===== src/rtl/counter_pkg.sv =====
// Shared constants and the limit-normalisation helper for the BCD digit counter bank.
package counter_pkg;

  localparam int DIGIT_W = 4;
  localparam logic [DIGIT_W-1:0] BCD_MAX = 4'd9;

  // A limit of 0 or a non-BCD nibble means "count the full decade".
  function automatic logic [DIGIT_W-1:0] eff_limit(input logic [DIGIT_W-1:0] nibble);
    if (nibble == '0 || nibble > BCD_MAX) return BCD_MAX;
    return nibble;
  endfunction

endpackage


===== src/rtl/bcd_digit.sv =====
// One BCD digit register: adds step + carry_in (0..2) and wraps past `limit`.
// With DOWN_COUNT_EN defined it also subtracts dec + borrow_in and wraps below 0.
module bcd_digit
  import counter_pkg::*;
(
  input  logic               clk,
  input  logic               reset,
  input  logic               clear,
  input  logic               step,
  input  logic               carry_in,
  input  logic [DIGIT_W-1:0] limit,
`ifdef DOWN_COUNT_EN
  input  logic               dec,
  input  logic               borrow_in,
  output logic               borrow_out,
`endif
  output logic [DIGIT_W-1:0] value,
  output logic               carry_out
);

  logic [1:0]         up_amt;
  logic [DIGIT_W:0]   up_sum;
  logic [DIGIT_W-1:0] nxt;
`ifdef DOWN_COUNT_EN
  logic [1:0]         dn_amt;
`endif

  always_comb begin
    up_amt    = {1'b0, step} + {1'b0, carry_in};
    up_sum    = {1'b0, value} + {3'b000, up_amt};
    nxt       = value;
    carry_out = 1'b0;
`ifdef DOWN_COUNT_EN
    dn_amt     = {1'b0, dec} + {1'b0, borrow_in};
    borrow_out = 1'b0;
`endif
    if (up_amt != 2'd0) begin
      // A value above a freshly lowered limit restarts from zero.
      if (value > limit) begin
        nxt = '0;
      end else if (up_sum > {1'b0, limit}) begin
        nxt       = DIGIT_W'(up_sum - {1'b0, limit} - 5'd1);
        carry_out = 1'b1;
      end else begin
        nxt = up_sum[DIGIT_W-1:0];
      end
    end
`ifdef DOWN_COUNT_EN
    else if (dn_amt != 2'd0) begin
      if (value > limit) begin
        nxt = limit;
      end else if (value < {2'b00, dn_amt}) begin
        nxt        = DIGIT_W'({1'b0, value} + {1'b0, limit} + 5'd1 - {3'b000, dn_amt});
        borrow_out = 1'b1;
      end else begin
        nxt = value - {2'b00, dn_amt};
      end
    end
`endif
  end

  always_ff @(posedge clk) begin
    if (reset || clear) value <= '0;
    else                value <= nxt;
  end

endmodule


===== src/rtl/digit_counter_bank.sv =====
// Bank of DIGITS edge-triggered BCD counters: single-digit, cascaded-carry or programmable-limit modes.
// Optional down counting (dec/underflow) is built when DOWN_COUNT_EN is defined.
module digit_counter_bank
  import counter_pkg::*;
#(
  parameter int DIGITS = 6
) (
  input  logic                      clk,
  input  logic                      reset,
  input  logic [DIGITS-1:0]         inc,
  input  logic                      clear,
  input  logic                      carry_en,
  input  logic                      max_en,
  input  logic [DIGIT_W*DIGITS-1:0] max_in,
`ifdef DOWN_COUNT_EN
  input  logic [DIGITS-1:0]         dec,
  output logic                      underflow,
`endif
  output logic [DIGIT_W*DIGITS-1:0] cnt_out,
  output logic                      overflow
);

  logic [DIGITS-1:0] inc_q;
  logic [DIGITS-1:0] step;
  logic              max_mode;

  // inc_q resets to all-ones so a level held high through reset is not an edge.
  assign step     = inc & ~inc_q;
  assign max_mode = max_en & ~carry_en;

`ifdef DOWN_COUNT_EN
  logic [DIGITS-1:0] dec_q;
  logic [DIGITS-1:0] dec_step;
  // Any up edge in the cycle wins over every down edge.
  assign dec_step = (|step) ? '0 : (dec & ~dec_q);
`endif

  always_ff @(posedge clk) begin
    if (reset) begin
      inc_q <= '1;
`ifdef DOWN_COUNT_EN
      dec_q <= '1;
`endif
    end else begin
      inc_q <= inc;
`ifdef DOWN_COUNT_EN
      dec_q <= dec;
`endif
    end
  end

  for (genvar i = 0; i < DIGITS; i++) begin : g_dig
    logic               cin;
    logic               cout;
    logic [DIGIT_W-1:0] lim;
`ifdef DOWN_COUNT_EN
    logic               bin;
    logic               bout;
`endif

    // Carries (and borrows) only cross into digit i when its link flag max_in[4i] is set.
    if (i == 0) begin : g_head
      assign cin = 1'b0;
`ifdef DOWN_COUNT_EN
      assign bin = 1'b0;
`endif
    end else begin : g_link
      assign cin = carry_en & g_dig[i-1].cout & max_in[DIGIT_W*i];
`ifdef DOWN_COUNT_EN
      assign bin = carry_en & g_dig[i-1].bout & max_in[DIGIT_W*i];
`endif
    end

    assign lim = max_mode ? eff_limit(max_in[DIGIT_W*i +: DIGIT_W]) : BCD_MAX;

    bcd_digit u_digit (
      .clk       (clk),
      .reset     (reset),
      .clear     (clear),
      .step      (step[i]),
      .carry_in  (cin),
      .limit     (lim),
`ifdef DOWN_COUNT_EN
      .dec       (dec_step[i]),
      .borrow_in (bin),
      .borrow_out(bout),
`endif
      .value     (cnt_out[DIGIT_W*i +: DIGIT_W]),
      .carry_out (cout)
    );
  end

  always_ff @(posedge clk) begin
    if (reset) overflow <= 1'b0;
    else       overflow <= carry_en & ~clear & g_dig[DIGITS-1].cout;
  end

`ifdef DOWN_COUNT_EN
  always_ff @(posedge clk) begin
    if (reset) underflow <= 1'b0;
    else       underflow <= carry_en & ~clear & g_dig[DIGITS-1].bout;
  end
`endif

endmodule


===== config.mk =====
export PLATFORM = sky130hd
export DESIGN_NAME = digit_counter_bank
export DESIGN_NICKNAME = d
export VERILOG_FILES = /design/src/rtl/counter_pkg.sv /design/src/rtl/bcd_digit.sv /design/src/rtl/digit_counter_bank.sv
export SDC_FILE = /design/constraint.sdc
export NUM_CORES = 1
export LEC_CHECK = 0
export ABC_CLOCK_PERIOD_IN_PS = 31800
export CORE_ASPECT_RATIO = 2
export CORE_MARGIN = 1
export CORE_UTILIZATION = 32
export DETAILED_ROUTE_END_ITERATION = 16
export GPL_ROUTABILITY_DRIVEN = 0
export MAX_ROUTING_LAYER = met4
export SLEW_MARGIN = 30
export SYNTH_ARGS = -nofsm -noshare
export SYNTH_HDL_FRONTEND = slang
export SYNTH_SLANG_ARGS = --single-unit

===== constraint.sdc =====
create_clock -name clk -period 31.8 [get_ports clk]
set_clock_uncertainty 0.05 [all_clocks]
set_input_delay 7.95 -clock clk [delete_from_list [all_inputs] [get_ports clk]]
set_output_delay 7.95 -clock clk [all_outputs]
set_load 0.05 [all_outputs]

==> results.md <==
- The run finished with clean final reports.
- In this run, distinct cell masters in the synthesized netlist total 41.
- The number of global-route vias before repair is 3,809.
- The first-pass GRT wire length is 17,800 um.
- After synthesis the cells add up to 3970 um2.
- Setup repair after global routing left no endpoint under its margin.
- The die covers 12,900 um2.
- The H-tree generated during clock tree synthesis spans 2 levels.
- The estimated wirelength of the detail-placed design is 9190 um.
- Dividing the detail-routed wire length by the instance count gives 16.1 um.
- For the pin with the worst max-slew slack, the measured transition is 0.788 ns.
- The count of final hold-check violations is 0.
- The final worst-path setup slack is 7.65 ns.
- In the final layout, the share of cells above drive strength 1 is 0.0588.
- Buffers added to address setup during post-CTS repair amount to 0.
- Once detail routing completed, the nets flagged for antenna violations numbered 0.
- The deepest clock path buffer count is 2.
- TritonCTS created 5 clock buffers.
- The worst hold path terminates at g_dig[0].u_digit.value[0]$_SDFFE_PP0N_.
- The net count after synthesis is 585.
- The number of max-slew violations in the final report is 0.
- 60 I/O pins were placed.
- In this design, the largest share of critical-path delay is due to adder cells.
- The portion of the clock cycle consumed by the worst path in the final layout is 0.759.
- The source of the worst hold timing path is g_dig[0].u_digit.value[0]$_SDFFE_PP0N_.
- Summed over all layers, the global routing overflow is 0.
- The placeable core region is 12,100 um2.
- Entering global routing, the biggest net connects 13 pins.
- The floorplan step set the die width to 80.7 um.
- The endpoint kind of the worst setup timing path is a register.
- The initial utilization of the core area, before any placement, comes to 0.327.
- In the global route stage, overall resource usage came out at 0.186.
- The number of nets in the layout is 648.
- The busiest layer in global routing is met2.
- The reg-to-reg critical path endpoint is g_dig[5].u_digit.value[3]$_SDFFE_PP0N_.
- The most common flop cell mapped by yosys is dfxtp_1.
- During synthesis, Yosys emitted a total of 0 warnings.
- For this run, the register share of the synthesized area comes to 0.156.
- Measured against its own limit, the worst slew margin works out to 0.473.
- The met3 track utilization from global routing is 0.0264.
- After technology mapping, the gate count stands at 463.
- The fraction of met2 tracks used by global routing is 0.348.
- The synthesized area per cell is 8.57 um2.
- The post-placement worst setup slack is 7.37 ns.
- The fmax is 41.4 MHz.
- The total of buffers placed on input and output ports is 59.
- For this block, the initial DRC count from the detailed router was 101.
- Measured along the y axis, the die boundary spans 159 um.
- The tree is rooted in a clkbuf_16.
- The most frequent cell on the critical path is ha_1.
- The number of remaining DRC errors is 0.
- Counting flops with a built-in enable in the synthesized netlist gives 0.
- The largest total area in the synthesized netlist belongs to ha_1.
- The path class of the lowest-slack min-delay path is register to register.
- The endpoint required time on the critical path is 31.91 ns.
- The maximum resistive drop on vdd is 19.3 uV.
- After synthesis the netlist holds a flip-flop and latch count of 31.
- The minimum period implied by the final worst setup slack is 24.15 ns.
- The count of hold buffers inserted by post-cts repair is 0.
- The largest single stage delay on the critical path is 0.46 ns.
- The proportion of register bits with asynchronous set or reset after synthesis is 0.
- The largest individual stage delay along the critical path comes from the cell clkdlybuf4s50_1.
- The worst register-to-register path begins at inc_q[0]$_SDFF_PP1_.
- The number of placement rows is 57.
- The clock slew at the register clock pins of the worst setup and hold paths is 0.05 ns.
- Of the post-synthesis cell area, the dominant cell type holds 0.240.
- STA classifies the critical path startpoint as a primary input.
- Summed over all cells, the static leakage comes to 2.04 nW.
- Power spread over the standard cell area amounts to 22.2 nW/um2.
- The final sum of negative setup slack is 0 ns.
- For the worst setup path, the data arrival time is 24.26 ns.
- Relative to the synthesized area, the layout overhead comes to 23.0%.
- In this run the worst path has a maximum fanout of 5.
- The number of antenna violations at the first check in global routing was 0.
- The tree built by TritonCTS fans out to 31 sinks.
- The total routed wirelength is 10,900 um.
- The worst register-to-register path has a depth of 61.
- The length of the first detailed-routing pass in iterations is 4.
- The worst hold path passes through 2 cells.
- The via count is 3,671.
- Dividing the detail-routed via count by the number of cells gives 5.45.
- The slack of the worst reg-to-reg path is 15.51 ns.
- After clock tree synthesis, the repair step resized 0 gates.
- The number of buffers and inverters on the critical path is 2.
- The clock latency on the worst-skew pair is 0.28 ns.
- The count of inserted antenna diode cells is 0.
- The worst setup path is of the primary input to register kind.
- The number of endpoints failing setup at the final stage is 0.
- For met1 alone, demand over resource in global routing was 0.173.
- By area the synthesized netlist is led by ha_1 24%, dfxtp_1 16%, fa_1 5.6%.
- The CTS tree is done.
- The reported max-cap violation count is 0.
worst max path at each step:
| stage | startpoint | slack, ns | to | cells past startpoint |
|---|---|---|---|---|
| CTS | inc[0] | 7.68 | g_dig[5].u_digit.value[3]$_SDFFE_PP0N_ | 62 |
| global placement | inc[0] | 7.77 | g_dig[5].u_digit.value[3]$_SDFFE_PP0N_ | 62 |
| finish | inc[0] | 7.65 | g_dig[5].u_digit.value[3]$_SDFFE_PP0N_ | 62 |
| floorplan | inc[0] | 8.90 | g_dig[5].u_digit.value[0]$_SDFFE_PP0N_ | 61 |
| detailed placement | inc[0] | 7.37 | g_dig[5].u_digit.value[3]$_SDFFE_PP0N_ | 62 |
| global route | inc[0] | 6.65 | g_dig[5].u_digit.value[3]$_SDFFE_PP0N_ | 62 |
worst reg2reg max path, delay by kind of cell, from the launching register on:
| kind | cells | cell delay, ns |
|---|---|---|
| buf+inv | 1 | 0.06 |
| xor+xnor | 1 | 0.18 |
| fa+ha+maj | 23 | 7.05 |
| simple gates | 21 | 4.55 |
| compound gates | 14 | 3.72 |
| flops | 1 | 0.29 |
| mux | 1 | 0.24 |
cells by family after synthesis:
| kind of cell | Yosys count | share of synthesized area |
|---|---|---|
| AOI/OAI and AO/OA | 98 | 0.183 |
| xor gates and xnor gates | 25 | 0.0552 |
| adders and majority gates | 87 | 0.295 |
| buffers and inverters | 32 | 0.0303 |
| DFF | 31 | 0.156 |
| muxes | 18 | 0.0454 |
| and+or+nand+nor | 172 | 0.234 |
sequential cells by signal (all words and copies together) (netlist names):
| signal | count |
|---|---|
| g_dig.u_digit.value | 24 |
| inc_q | 6 |
| overflow | 1 |
routing by layer:
metal	vias to the layer above	wire, um	part of all wire
met4	0	546	0.050
met1	1731	3850	0.35
li1	1805	-	-
met5	-	0	0
met2	100	6110	0.56
met3	35	357	0.033
power breakdown:
group	internal [mW]	leakage, nW	switching, mW
Clock	0.0289	0.0669	0.0184
Sequential	0.0393	0.251	0.000192
Combinational	0.0104	1.72	0.0111
Total	0.0786	2.04	0.0297
cell usage in the layout (no fill, tap or decap), types with 7 or more instances in the layout:
master / instances
a21o_1: 10
a21oi_1: 11
clkdlybuf4s50_1: 59
dfxtp_1: 31
fa_1: 11
ha_1: 76
inv_1: 27
mux2i_1: 18
nand2_1: 31
nand3_1: 28
nand3b_1: 7
nand4_1: 12
nor2_1: 29
nor2b_1: 23
o21a_1: 8
o21ai_0: 38
or2_2: 11
xnor2_1: 23
cells in the mapped netlist (3+ instances only):
master / n
a2111oi_4: 4
or2_2: 11
or3_1: 4
nand2_1: 31
and3_1: 3
nor2_1: 29
nor3_1: 6
a21o_1: 10
o21a_1: 8
and4_1: 3
nand3b_1: 7
xnor2_1: 23
inv_1: 27
nand3_1: 28
a211oi_1: 3
nand2b_1: 3
o21ai_0: 38
nor2b_1: 23
ha_1: 76
o21ai_1: 4
and3b_1: 5
mux2i_1: 18
nand4_1: 12
o21ai_2: 4
fa_1: 11
dfxtp_1: 31
and4b_1: 4
a21oi_1: 11
clkbuf_1: 4
o41a_1: 3
o31a_1: 6
final cells by class:
cell class                 count  area (um2)
inverter                      27         101
multi-input combinational    400        3230
tap                          147         184
sequential                    31         621
timing repair buffer          61         606
clock inverter                 2        12.5
fill                        1243        7240
clock buffer                   6         129
per-stage QoR:
stage	power, mW	cells	utilization	area (um2)	hold slack (ns)
5_1_grt	0.113	674	0.402	4880	0.513
2_1_floorplan	0.0525	463	-	3970	0.520
4_1_cts	0.109	674	0.402	4880	0.470
3_3_place_gp	0.0614	666	0.391	4740	0.461
6_report	0.108	674	0.402	4880	0.469
3_5_place_dp	0.0618	666	0.391	4740	0.451
No activity file was read; power rests on OpenSTA's default activity.
